===== src/rtl/operand_issue_arbiter.sv =====
// operand_issue_arbiter: round-robin issue of N_REQ warp slots into a one-deep operand buffer.
// Define OPISSUE_PERF_EN to build the issue/stall performance counters.
module operand_issue_arbiter #(
  parameter int W     = 32,
  parameter int N_REQ = 4,
  parameter int ID_W  = $clog2(N_REQ)
) (
  input  logic                 clk,
  input  logic                 rst,
  input  logic [N_REQ-1:0]     req_valid,
  output logic [N_REQ-1:0]     req_ready,
  input  logic [N_REQ*W-1:0]   req_op1,
  input  logic [N_REQ*W-1:0]   req_op2,
  input  logic [N_REQ*6-1:0]   req_opcode,
  input  logic [N_REQ-1:0]     req_is_fp,
  input  logic                 fp_busy,
  input  logic                 buf_valid,
  input  logic                 buf_consume,
  output logic                 buf_write_en,
  output logic [W-1:0]         buf_op1,
  output logic [W-1:0]         buf_op2,
  output logic [5:0]           buf_opcode,
  output logic                 buf_is_fp,
  output logic [ID_W-1:0]      issue_id,
  input  logic                 drain_req,
  output logic                 drain_ack,
  output logic [31:0]          perf_issue_cnt,
  output logic [31:0]          perf_stall_cnt
);
  typedef enum logic [1:0] {RUN, DRAIN, PAUSED} state_t;
  state_t state_q, state_d;
  logic [ID_W-1:0] rr_ptr_q, rr_ptr_d, issue_id_q, issue_id_d, gnt_idx, sel;
  logic [ID_W:0] cand;
  logic [N_REQ-1:0] elig;
  logic space, found, grant, drain_ack_q, drain_ack_d;
  assign elig  = req_valid & (~req_is_fp | {N_REQ{~fp_busy}});
  assign space = ~buf_valid | buf_consume;
  // Scan from rr_ptr upward with wrap; first eligible index wins.
  always_comb begin
    found   = 1'b0;
    gnt_idx = '0;
    cand    = '0;
    for (int k = 0; k < N_REQ; k++) begin
      cand = {1'b0, rr_ptr_q} + k[ID_W:0];
      cand = (cand >= (ID_W+1)'(N_REQ)) ? cand - (ID_W+1)'(N_REQ) : cand;
      if (!found && elig[cand[ID_W-1:0]]) begin
        found   = 1'b1;
        gnt_idx = cand[ID_W-1:0];
      end
    end
  end
  // A drain request suppresses grants in the same cycle it is seen.
  assign grant        = ~rst & found & space & (state_q == RUN) & ~drain_req;
  assign sel          = grant ? gnt_idx : '0;
  assign req_ready    = grant ? (N_REQ'(1) << gnt_idx) : '0;
  assign buf_write_en = grant;
  assign buf_op1      = req_op1[sel*W +: W];
  assign buf_op2      = req_op2[sel*W +: W];
  assign buf_opcode   = req_opcode[sel*6 +: 6];
  assign buf_is_fp    = req_is_fp[sel];
  assign issue_id     = issue_id_q;
  assign drain_ack    = drain_ack_q;
  always_comb begin
    rr_ptr_d    = grant ? ((gnt_idx == ID_W'(N_REQ-1)) ? '0 : gnt_idx + 1'b1) : rr_ptr_q;
    issue_id_d  = grant ? gnt_idx : issue_id_q;
    state_d     = state_q == RUN   ? (drain_req ? DRAIN : RUN) :
                  state_q == DRAIN ? (!drain_req ? RUN : space ? PAUSED : DRAIN) :
                                     (drain_req ? PAUSED : RUN);
    drain_ack_d = state_d == PAUSED;
  end
  always_ff @(posedge clk or posedge rst) begin
    if (rst) begin
      state_q     <= RUN;
      rr_ptr_q    <= '0;
      issue_id_q  <= '0;
      drain_ack_q <= 1'b0;
    end else begin
      state_q     <= state_d;
      rr_ptr_q    <= rr_ptr_d;
      issue_id_q  <= issue_id_d;
      drain_ack_q <= drain_ack_d;
    end
  end
`ifdef OPISSUE_PERF_EN
  logic [31:0] perf_issue_q, perf_issue_d, perf_stall_q, perf_stall_d;
  always_comb begin
    perf_issue_d = perf_issue_q + {31'd0, grant};
    perf_stall_d = perf_stall_q + {31'd0, (state_q == RUN) & (|elig) & ~space};
  end
  always_ff @(posedge clk or posedge rst) begin
    if (rst) begin
      perf_issue_q <= '0;
      perf_stall_q <= '0;
    end else begin
      perf_issue_q <= perf_issue_d;
      perf_stall_q <= perf_stall_d;
    end
  end
  assign perf_issue_cnt = perf_issue_q;
  assign perf_stall_cnt = perf_stall_q;
`else
  assign perf_issue_cnt = '0;
  assign perf_stall_cnt = '0;
`endif
endmodule


===== config.mk =====
export PLATFORM = sky130hd
export DESIGN_NAME = operand_issue_arbiter
export DESIGN_NICKNAME = d
export VERILOG_FILES = /design/src/rtl/operand_issue_arbiter.sv
export SDC_FILE = /design/constraint.sdc
export NUM_CORES = 1
export LEC_CHECK = 0
export BUFFER_PORTS_ARGS = -buffer_cell sky130_fd_sc_hd__clkbuf_2
export CORE_AREA = 3 3 168 170
export CTS_CLUSTER_DIAMETER = 100
export DETAILED_ROUTE_END_ITERATION = 10
export DIE_AREA = 0 0 171 173
export GPL_ROUTABILITY_DRIVEN = 0
export PLACE_DENSITY = 0.49
export SETUP_SLACK_MARGIN = 0.1
export SYNTH_ARGS = -nofsm -noshare
export SYNTH_HDL_FRONTEND = slang
export SYNTH_SLANG_ARGS = --single-unit

===== constraint.sdc =====
create_clock -name clk -period 6.1 [get_ports clk]
set_input_delay 0.305 -clock clk [delete_from_list [all_inputs] [get_ports clk]]
set_output_delay 0.305 -clock clk [all_outputs]
set_load 0.02 [all_outputs]

==> metrics.txt, run 1 <==
outcome finished clean; GRT Total Usage 0.106; vias per cell 4.05; Mapped Cells 474; unrepaired setup endpoints after global routing no; post-route cell area 5200 um^2; cell total after placement 1152; CP required 5.79 ns; critical path type in -> out; Worst-path clk slew 0.04 ns; Avg Inst Size Synth 6.77 um^2; Post-Synthesis Cell Area ~3200 um^2; CTS Root Cell clkbuf_16; clk buf depth 2; sequential-to-total area share from yosys stat 0.0546; GRT overflow 0; drt total wl 18100 um; Top Ports approximately 440; CTS buffer count 3; initial antenna violation count 0; Top FF cell, synth dfrtp_1; Slew Viols, Final 0; Row Count 60; Stages on worst setup path 11; Max FO, Critical Path 39; Die Width 171 um; Sink Count 7; Rel. slew slack 0.267; critical path's top delay family simple AND/OR/NAND/NOR gates; power density over the cells between 100 and 150 nW/um^2; TNS Setup 0 ns; first-pass GRT wire length 25100 um; slowest cell delay on critical path 1.14 ns; DR iter-0 viols 140; max-cap violation count 0; CP Cell Sequence dlygate4sd3_1, clkbuf_2, or4_1, nor2_1, nand2b_1, buf_4, or4_2, buf_4, nor2_1, a211oi_1, clkbuf_2; Static Leak 2.65 nW; Post-route DRC 0; EDFF count, synth 0; Starting Density 0.119; area delta synth->final 61.9%; worst skew pair latency 0.23 ns; Worst Setup Start Kind input pin; Max H-tree Level 1; r2r worst-path depth 8; Post-synth top cells a21oi_1, nor2_1, buf_4; crit path DAT roughly 3.9 ns; share of cells above drive strength 1 0.490; area leader, netlist buf_4; Vert. Die Dim 173 um; DIE AREA 29600 um^2; Final ANT Viol Nets 0; Buffers & Inverters on Critical Path 5; Final #Nets 1115; Worst Tran Pin Value 1.09 ns; Synth top area share 0.161; Yosys Warn Count 0; synth unique cells 34; DR WL/cell 15.6 um; crit path time final 4.24 ns; dpl ws 2.33 ns; Max Freq approximately 240 MHz; final core utilization 0.193; Setup crit end kind output pin; post-synthesis register bit count 7; dpl cell area just over 5000 um^2; Synth area leaders buf_4, mux2i_1, a211oi_1; IO buf count 372; hold crit path type in -> reg; Pre-antenna DRT Iters 4; async set or reset register ratio after synthesis 1.00; vias 4689; Setup WS post-layout 1.86 ns; DP HPWL 14900 um; Clock Skews 0.00172 ns; Final Hold Viols 0; Final setup viols 0; Max rail drop VDD between 0.1 and 0.15 mV; Inserted Diodes 0; vias in the first global route approximately 4400; post-CTS sizing 0; Finished Layout Cells 1157; hold path cells 2; largest net degree at the start of global routing 45; core area 26900 um^2; crit path max-delay cell type or4_2; CTS tree built; crit share post-route 0.695
## registers in the layout (all words and copies together) (netlist names)
signal,flops
rr_ptr_q,2
issue_id,2
drain_ack,1
state_q,2
## worst paths after layout
check,startpoint,end,slack (ns)
worst max-delay path,rst,buf_op1[17],1.86
worst min-delay path,drain_req,state_q[0],0.33
worst max register to register,state_q[0],rr_ptr_q[0],3.65
worst min register to register,issue_id[1],issue_id[1],0.51
max in group asynchronous,rst,rr_ptr_q[0],5.35
min in group asynchronous,rst,state_q[0],0.54
## layer usage
metal,track usage,wire [um],up-vias
met5,0,0,-
met4,0.00268,29,0
met3,0.0107,1250,6
met2,0.205,9220,250
met1,0.133,7570,2128
li1,-,-,2305
## cell families after synthesis
kind of cell / synth area share
other cells: 0.00117
simple gates: 0.160
compound gates: 0.377
buf+inv: 0.236
fa+ha+maj: 0.0156
flops: 0.0546
mux: 0.156
## report_power, final
group          leakage, nW  switching, W  internal, W  total [W]
clock network       0.0382     0.0000233    0.0000869   0.000110
logic                 2.52      0.000388     0.000195   0.000583
registers           0.0875     0.0000162    0.0000604  0.0000766
## placed cells by master (no fill, tap or decap), drive strengths merged, types with 2 or more instances in the layout
cell type	instances
clkbuf	376
nor2	78
a21oi	73
conb	64
mux2i	50
a211oi	50
o21a	22
a2111oi	21
nor3	21
buf	10
dfrtp	7
inv	6
nand2	5
and2	5
a21bo	4
ha	4
nor2b	3
a21boi	3
a21o	2
or4	2
o21ai	2
## final cells by class
type,instances,area (um^2)
fill,3106,21700
clock buffer,4,78.8
sequential,7,175
multi-input combinational,416,2550
timing repair buffer,383,1950
inverter,6,22.5
tap,341,427
## stage by stage
| step | hold slack (ns) | power (W) |
|---|---|---|
| 3_3_place_gp | 0.240 | 0.000664 |
| 3_5_place_dp | 0.235 | 0.000663 |
| 2_1_floorplan | 0.108 | 0.000451 |
| 5_1_grt | 0.356 | 0.000830 |
| 4_1_cts | 0.329 | 0.000777 |
| 6_report | 0.326 | 0.000770 |
## what timing repair did
action / 4_1_cts / 5_1_grt
setup buffers: 0 / 0
hold buffers: 1 / 0
hold endpoints to repair: 7 / 0
(Power assumes the default switching activity.)
==> inputs of run 2 (changes only) <==
--- a/config.mk
+++ b/config.mk
@@ -5,13 +5,14 @@
 export SDC_FILE = /design/constraint.sdc
 export NUM_CORES = 1
 export LEC_CHECK = 0
+export ABC_AREA = 1
 export BUFFER_PORTS_ARGS = -buffer_cell sky130_fd_sc_hd__clkbuf_2
-export CORE_AREA = 3 3 168 170
+export CORE_AREA = 3 3 169 171
 export CTS_CLUSTER_DIAMETER = 100
 export DETAILED_ROUTE_END_ITERATION = 10
-export DIE_AREA = 0 0 171 173
+export DIE_AREA = 0 0 172 174
 export GPL_ROUTABILITY_DRIVEN = 0
-export PLACE_DENSITY = 0.49
+export PLACE_DENSITY = 0.56
 export SETUP_SLACK_MARGIN = 0.1
 export SYNTH_ARGS = -nofsm -noshare
 export SYNTH_HDL_FRONTEND = slang
==> constraint.sdc (replaced) <==
create_clock -name clk -period 4.1 [get_ports clk]
set_input_delay 0.205 -clock clk [delete_from_list [all_inputs] [get_ports clk]]
set_output_delay 0.205 -clock clk [all_outputs]
set_load 0.02 [all_outputs]
==> metrics.txt, run 2 <==
Inserted Diodes 0; Avg Inst Size Synth 4.87 um^2; DR iter-0 viols 450; largest family of logic cells by synthesized area simple AND/OR/NAND/NOR gates; Post-CTS Setup Bufs 0; Synth Area in Adders 0.0100; max-cap violation count 0; TNS Setup 0 ns; Hold WS 0.246 ns; Max rail drop VDD 0.520 mV; DP HPWL 17000 um; sequential-to-total area share from yosys stat 0.0350; CTS Root Cell clkbuf_16; power density over the cells 393 nW/um^2; Top FF cell, synth dfrtp_1; cell total after placement 1672; async set or reset register ratio after synthesis 1.00; worst skew pair latency 0.23 ns; IO buf count between 300 and 400; Worst-path clk slew 0.04 ns; Finished Layout Cells 1677; hold wc startpoint drain_req; Yosys Warn Count 0; Static Leak 4.94 nW; leading cell type in the layout, fill and taps excluded clkbuf_2; Reg2Reg Launch Point rr_ptr_q[0]; Final Hold Viols 0; Final setup viols 0; GRT Total Usage 0.129; Rel. slew slack 0.415; dpl cell area around 7000 um^2; Slew Viols, Final 0; Synth area leaders inv_1, nand2_1, nand4_1; Die Width 172 um; vias in the first global route 6621; Vert. Die Dim about 170 um; Worst Setup Start Kind flop; Pwr Total 0.00271 W; Final ANT Viol Nets 0; Starting Density 0.185; Synth Area in Compound Gates 0.00501; r2r worst-path depth 10; core area 27000 um^2; CTS Hold Buffers Added 1; clk buf depth 2; hold crit path type in -> reg; crit path from rr_ptr_q[0]; Final #Nets 1635; CP required 3.89 ns; Post-synth top cells inv_1, nand2_1, nand3_1; post-route cell area just under 7000 um^2; unrepaired setup endpoints after global routing no; DIE AREA 29900 um^2; share of cells above drive strength 1 0.296; vias per cell 4.32; CTS tree built; synth unique cells 25; Synth top area share 0.222; area leader, netlist inv_1; initial antenna violation count 0; EDFF count, synth 0; Max FO, Critical Path around 70; Top Ports 437; Max H-tree Level 1; multiplexer share of the synthesized area 0; post-synthesis register bit count 7; area delta synth->final 37.9%; largest net degree at the start of global routing slightly below 80; vias 7237; Mapped Cells 1027; critical path type reg -> out; commonest cells after routing, fill and taps aside clkbuf_2, inv_1, nand2_1, nand3_1, nand4_1; Max Freq 301 MHz; DR WL/cell 12.8 um; Row Count 60; Post-Synth Simple-Gate Area 0.551; Setup crit end kind output pin; crit share post-route 0.810; GRT overflow 0; CTS buffer count 3; Clock Skews 0.00111 ns; drt total wl 21500 um; hold path cells 3; Post-route DRC 0; first-pass GRT wire length 32500 um; Post-Synthesis Cell Area 5000 um^2; outcome finished clean; Post-Synth XOR/XNOR Area 0; crit path time final 3.32 ns; most common cell in the netlist inv_1; Sink Count 7; crit path DAT 3.12 ns; Pre-antenna DRT Iters 5; Worst Tran Pin Value 0.878 ns; post-CTS sizing 0
[run 2: cell count changes after synthesis, moves of 40 or more]
cell	previous run	this run
inv_1	5	295
mux2i_1	50	0
nand2_1	5	249
a21oi_1	73	1
nand4_1	0	145
nand3_1	1	158
buf_2	2	42
nor2_1	73	12
a211oi_1	50	0
[run 2: worst paths after layout]
path                            slack (ns)     endpoint
worst max register to register        1.60  issue_id[1]
worst min register to register        0.49  issue_id[0]
min in group asynchronous             0.45    drain_ack
worst min-delay path                  0.25   state_q[0]
max in group asynchronous             3.43  rr_ptr_q[0]
worst max-delay path                  0.78  buf_op1[21]
[run 2: cell type report]
| type | count | area, um^2 |
|---|---|---|
| Multi-Input combinational cell | 644 | 3080 |
| Clock buffer | 4 | 78.8 |
| Tap cell | 341 | 427 |
| Sequential cell | 7 | 175 |
| Timing Repair Buffer | 383 | 2010 |
| Fill cell | 3194 | 20100 |
| Inverter | 298 | 1120 |
[run 2: logic make-up (layout without fill, tap and decap cells)]
family,Yosys count,in the layout
compound gates,4,4
fa+ha+maj,4,4
buf+inv,439,685
flops,7,7
other cells,1,64
simple gates,572,572
[run 2: power by group]
group          leakage, nW  switching [W]  internal [W]
Sequential          0.0877      0.0000379     0.0000910
Combinational         4.81        0.00176      0.000658
Clock               0.0382      0.0000338      0.000129
Total                 4.94        0.00183      0.000878
[run 2: worst max-delay path: stages, from the launching register on]
cell	delay (ns)
dfrtp_1	0.58
inv_4	0.09
nand3_1	0.14
nand3_1	0.08
nand2_1	0.18
nand3_1	0.13
nor2_1	0.20
nor2_4	0.08
nand2_4	0.08
buf_4	0.67
nand3_1	0.27
nand2_1	0.16
clkbuf_2	0.18
[run 2: layer usage]
metal / vias up / GRT usage / routed length, um
met2: 332 / 0.243 / 10900
met3: 34 / 0.0152 / 1660
met5: - / 0 / 0
met4: 0 / 0.0299 / 509
li1: 3655 / - / -
met1: 3216 / 0.155 / 8430
[run 2: through the flow]
stage | utilization | setup WS (ns)
3_3_place_gp | 0.252 | 1.05
4_1_cts | 0.255 | 0.773
2_1_floorplan | - | 1.75
5_1_grt | 0.255 | 0.485
6_report | 0.255 | 0.779
3_5_place_dp | 0.252 | 1.01
==> inputs of run 3 (changes only) <==
==> constraint.sdc (replaced) <==
create_clock -name clk -period 3.2 [get_ports clk]
set_input_delay 0.16 -clock clk [delete_from_list [all_inputs] [get_ports clk]]
set_output_delay 0.16 -clock clk [all_outputs]
set_load 0.02 [all_outputs]
==> metrics.txt, run 3 (same netlist as run 2, synthesis figures left out) <==
crit path max-delay cell type dfrtp_1; Post-CTS Setup Bufs 0; DP HPWL 17100 um; Starting Density 0.185; CTS tree built; Vert. Die Dim 174 um; Slew Viols, Final 0; Setup WS post-layout a little under 0.3 ns; filler cell count 3165; CTS Root Cell clkbuf_16; Final #Nets roughly 1600; Max FO, Critical Path 37; largest net degree at the start of global routing between 70 and 80; multi-input logic area between 3000 and 4000 um^2; Sink Count 7; Final setup viols 0; dpl ws 0.298 ns; leading cell type in the layout, fill and taps excluded clkbuf_2; Clock Skews around 0.0007 ns; TNS Setup 0 ns; CP Cell Sequence inv_4, nand2_1, nand2_1, nand3_1, nand2_2, nand3_1, or2_1, nand2_2, nand2_4, clkinv_2, buf_6, nand3_1, nand2_1, clkbuf_2; clk buf depth 2; Inserted Diodes 0; GRT overflow 0; IO buf count 372; initial antenna violation count 0; vias 7245; commonest cells after routing, fill and taps aside clkbuf_2, inv_1, nand2_1, nand3_1, nand4_1; worst skew pair latency 0.23 ns; Worst Setup Start Kind flop; Hold WS 0.198 ns; Final Hold Viols 0; Final ANT Viol Nets 0; Static Leak 5.00 nW; CP required 3.04 ns; drt total wl 21600 um; Die Width 172 um; Top Ports 437; share of cells above drive strength 1 0.301; area delta synth->final 40.2%; DR WL/cell 12.8 um; Pwr Total 0.00362 W; slowest cell delay on critical path 0.48 ns; dpl cell area 6900 um^2; Row Count 60; max-cap violation count 0; core area 27000 um^2; Post-route DRC 0; Worst-path clk slew 0.04 ns; Pre-antenna DRT Iters 5; post-route cell area 7010 um^2; power density over the cells 517 nW/um^2; DR iter-0 viols 358; Max H-tree Level 1; crit path time final 2.91 ns; CTS buffer count 3; crit share post-route 0.910; critical path type reg -> out; crit path DAT 2.75 ns; Reg area 176 um^2; hold crit path type in -> reg; Max Freq between 300 and 400 MHz; vias in the first global route 6645; vias per cell ~4.3; outcome finished clean; first-pass GRT wire length 32400 um; DIE AREA between 20000 and 30000 um^2; unrepaired setup endpoints after global routing yes; GRT Total Usage 0.128; Max rail drop VDD 0.525 mV; Setup crit end kind output pin
-- run 3: changes by cell type in the layout (fill, tap and decap cells not counted) --
| cell | delta |
|---|---|
| buf_4 | +3 |
| dfrtp_2 | +1 |
| buf_6 | +1 |
| dfrtp_1 | -1 |
| buf_8 | +1 |
| buf_12 | +3 |
-- run 3: worst paths after layout --
kind                               end  depth (start not counted)        start  slack (ns)
max                         buf_op2[0]                         14  rr_ptr_q[1]        0.29
min                         state_q[1]                          3    drain_req        0.20
max reg2reg                rr_ptr_q[1]                         14  rr_ptr_q[1]        0.93
min reg2reg                issue_id[0]                          2  issue_id[0]        0.49
max in group asynchronous  rr_ptr_q[0]                          3          rst        2.55
min in group asynchronous  issue_id[0]                          3          rst        0.41
-- run 3: final cells by class --
| type | instances | share of cell area |
|---|---|---|
| Clock buffer | 4 | 0.0113 |
| Inverter | 298 | 0.161 |
| Multi-Input combinational cell | 644 | 0.440 |
| Sequential cell | 7 | 0.0252 |
| Tap cell | 341 | 0.0609 |
| Timing Repair Buffer | 391 | 0.302 |
-- run 3: worst max-delay path, delay by kind of cell (launching register included) --
family,cells,cell delay (ns)
AND/OR/NAND/NOR,10,1.16
buffers and inverters,4,0.81
flip-flops,1,0.48
-- run 3: per-stage QoR --
step | util | cells
2_1_floorplan | - | 1090
3_3_place_gp | 0.255 | 1680
3_5_place_dp | 0.255 | 1680
4_1_cts | 0.259 | 1685
5_1_grt | 0.259 | 1685
6_report | 0.259 | 1685
-- run 3: timing repair --
action / in CTS / in global routing
setup endpoints to repair: 17 / 62
endpoints found under the hold margin: 7 / 0
resized for setup: 2 / 2
hold buffers: 1 / 0
-- run 3: where the power goes --
group          switching (W)  internal, W  leakage (nW)
Sequential         0.0000503     0.000118        0.0869
Clock              0.0000477     0.000166        0.0382
Combinational        0.00229     0.000954          4.87
Total                0.00238      0.00124          5.00
-- run 3: per-layer routing --
metal / vias up / share of wire / GRT usage
met3: 39 / 0.077 / 0.0139
met1: 3183 / 0.40 / 0.156
met5: - / 0 / 0
li1: 3667 / - / -
met4: 0 / 0.025 / 0.0336
met2: 356 / 0.50 / 0.237
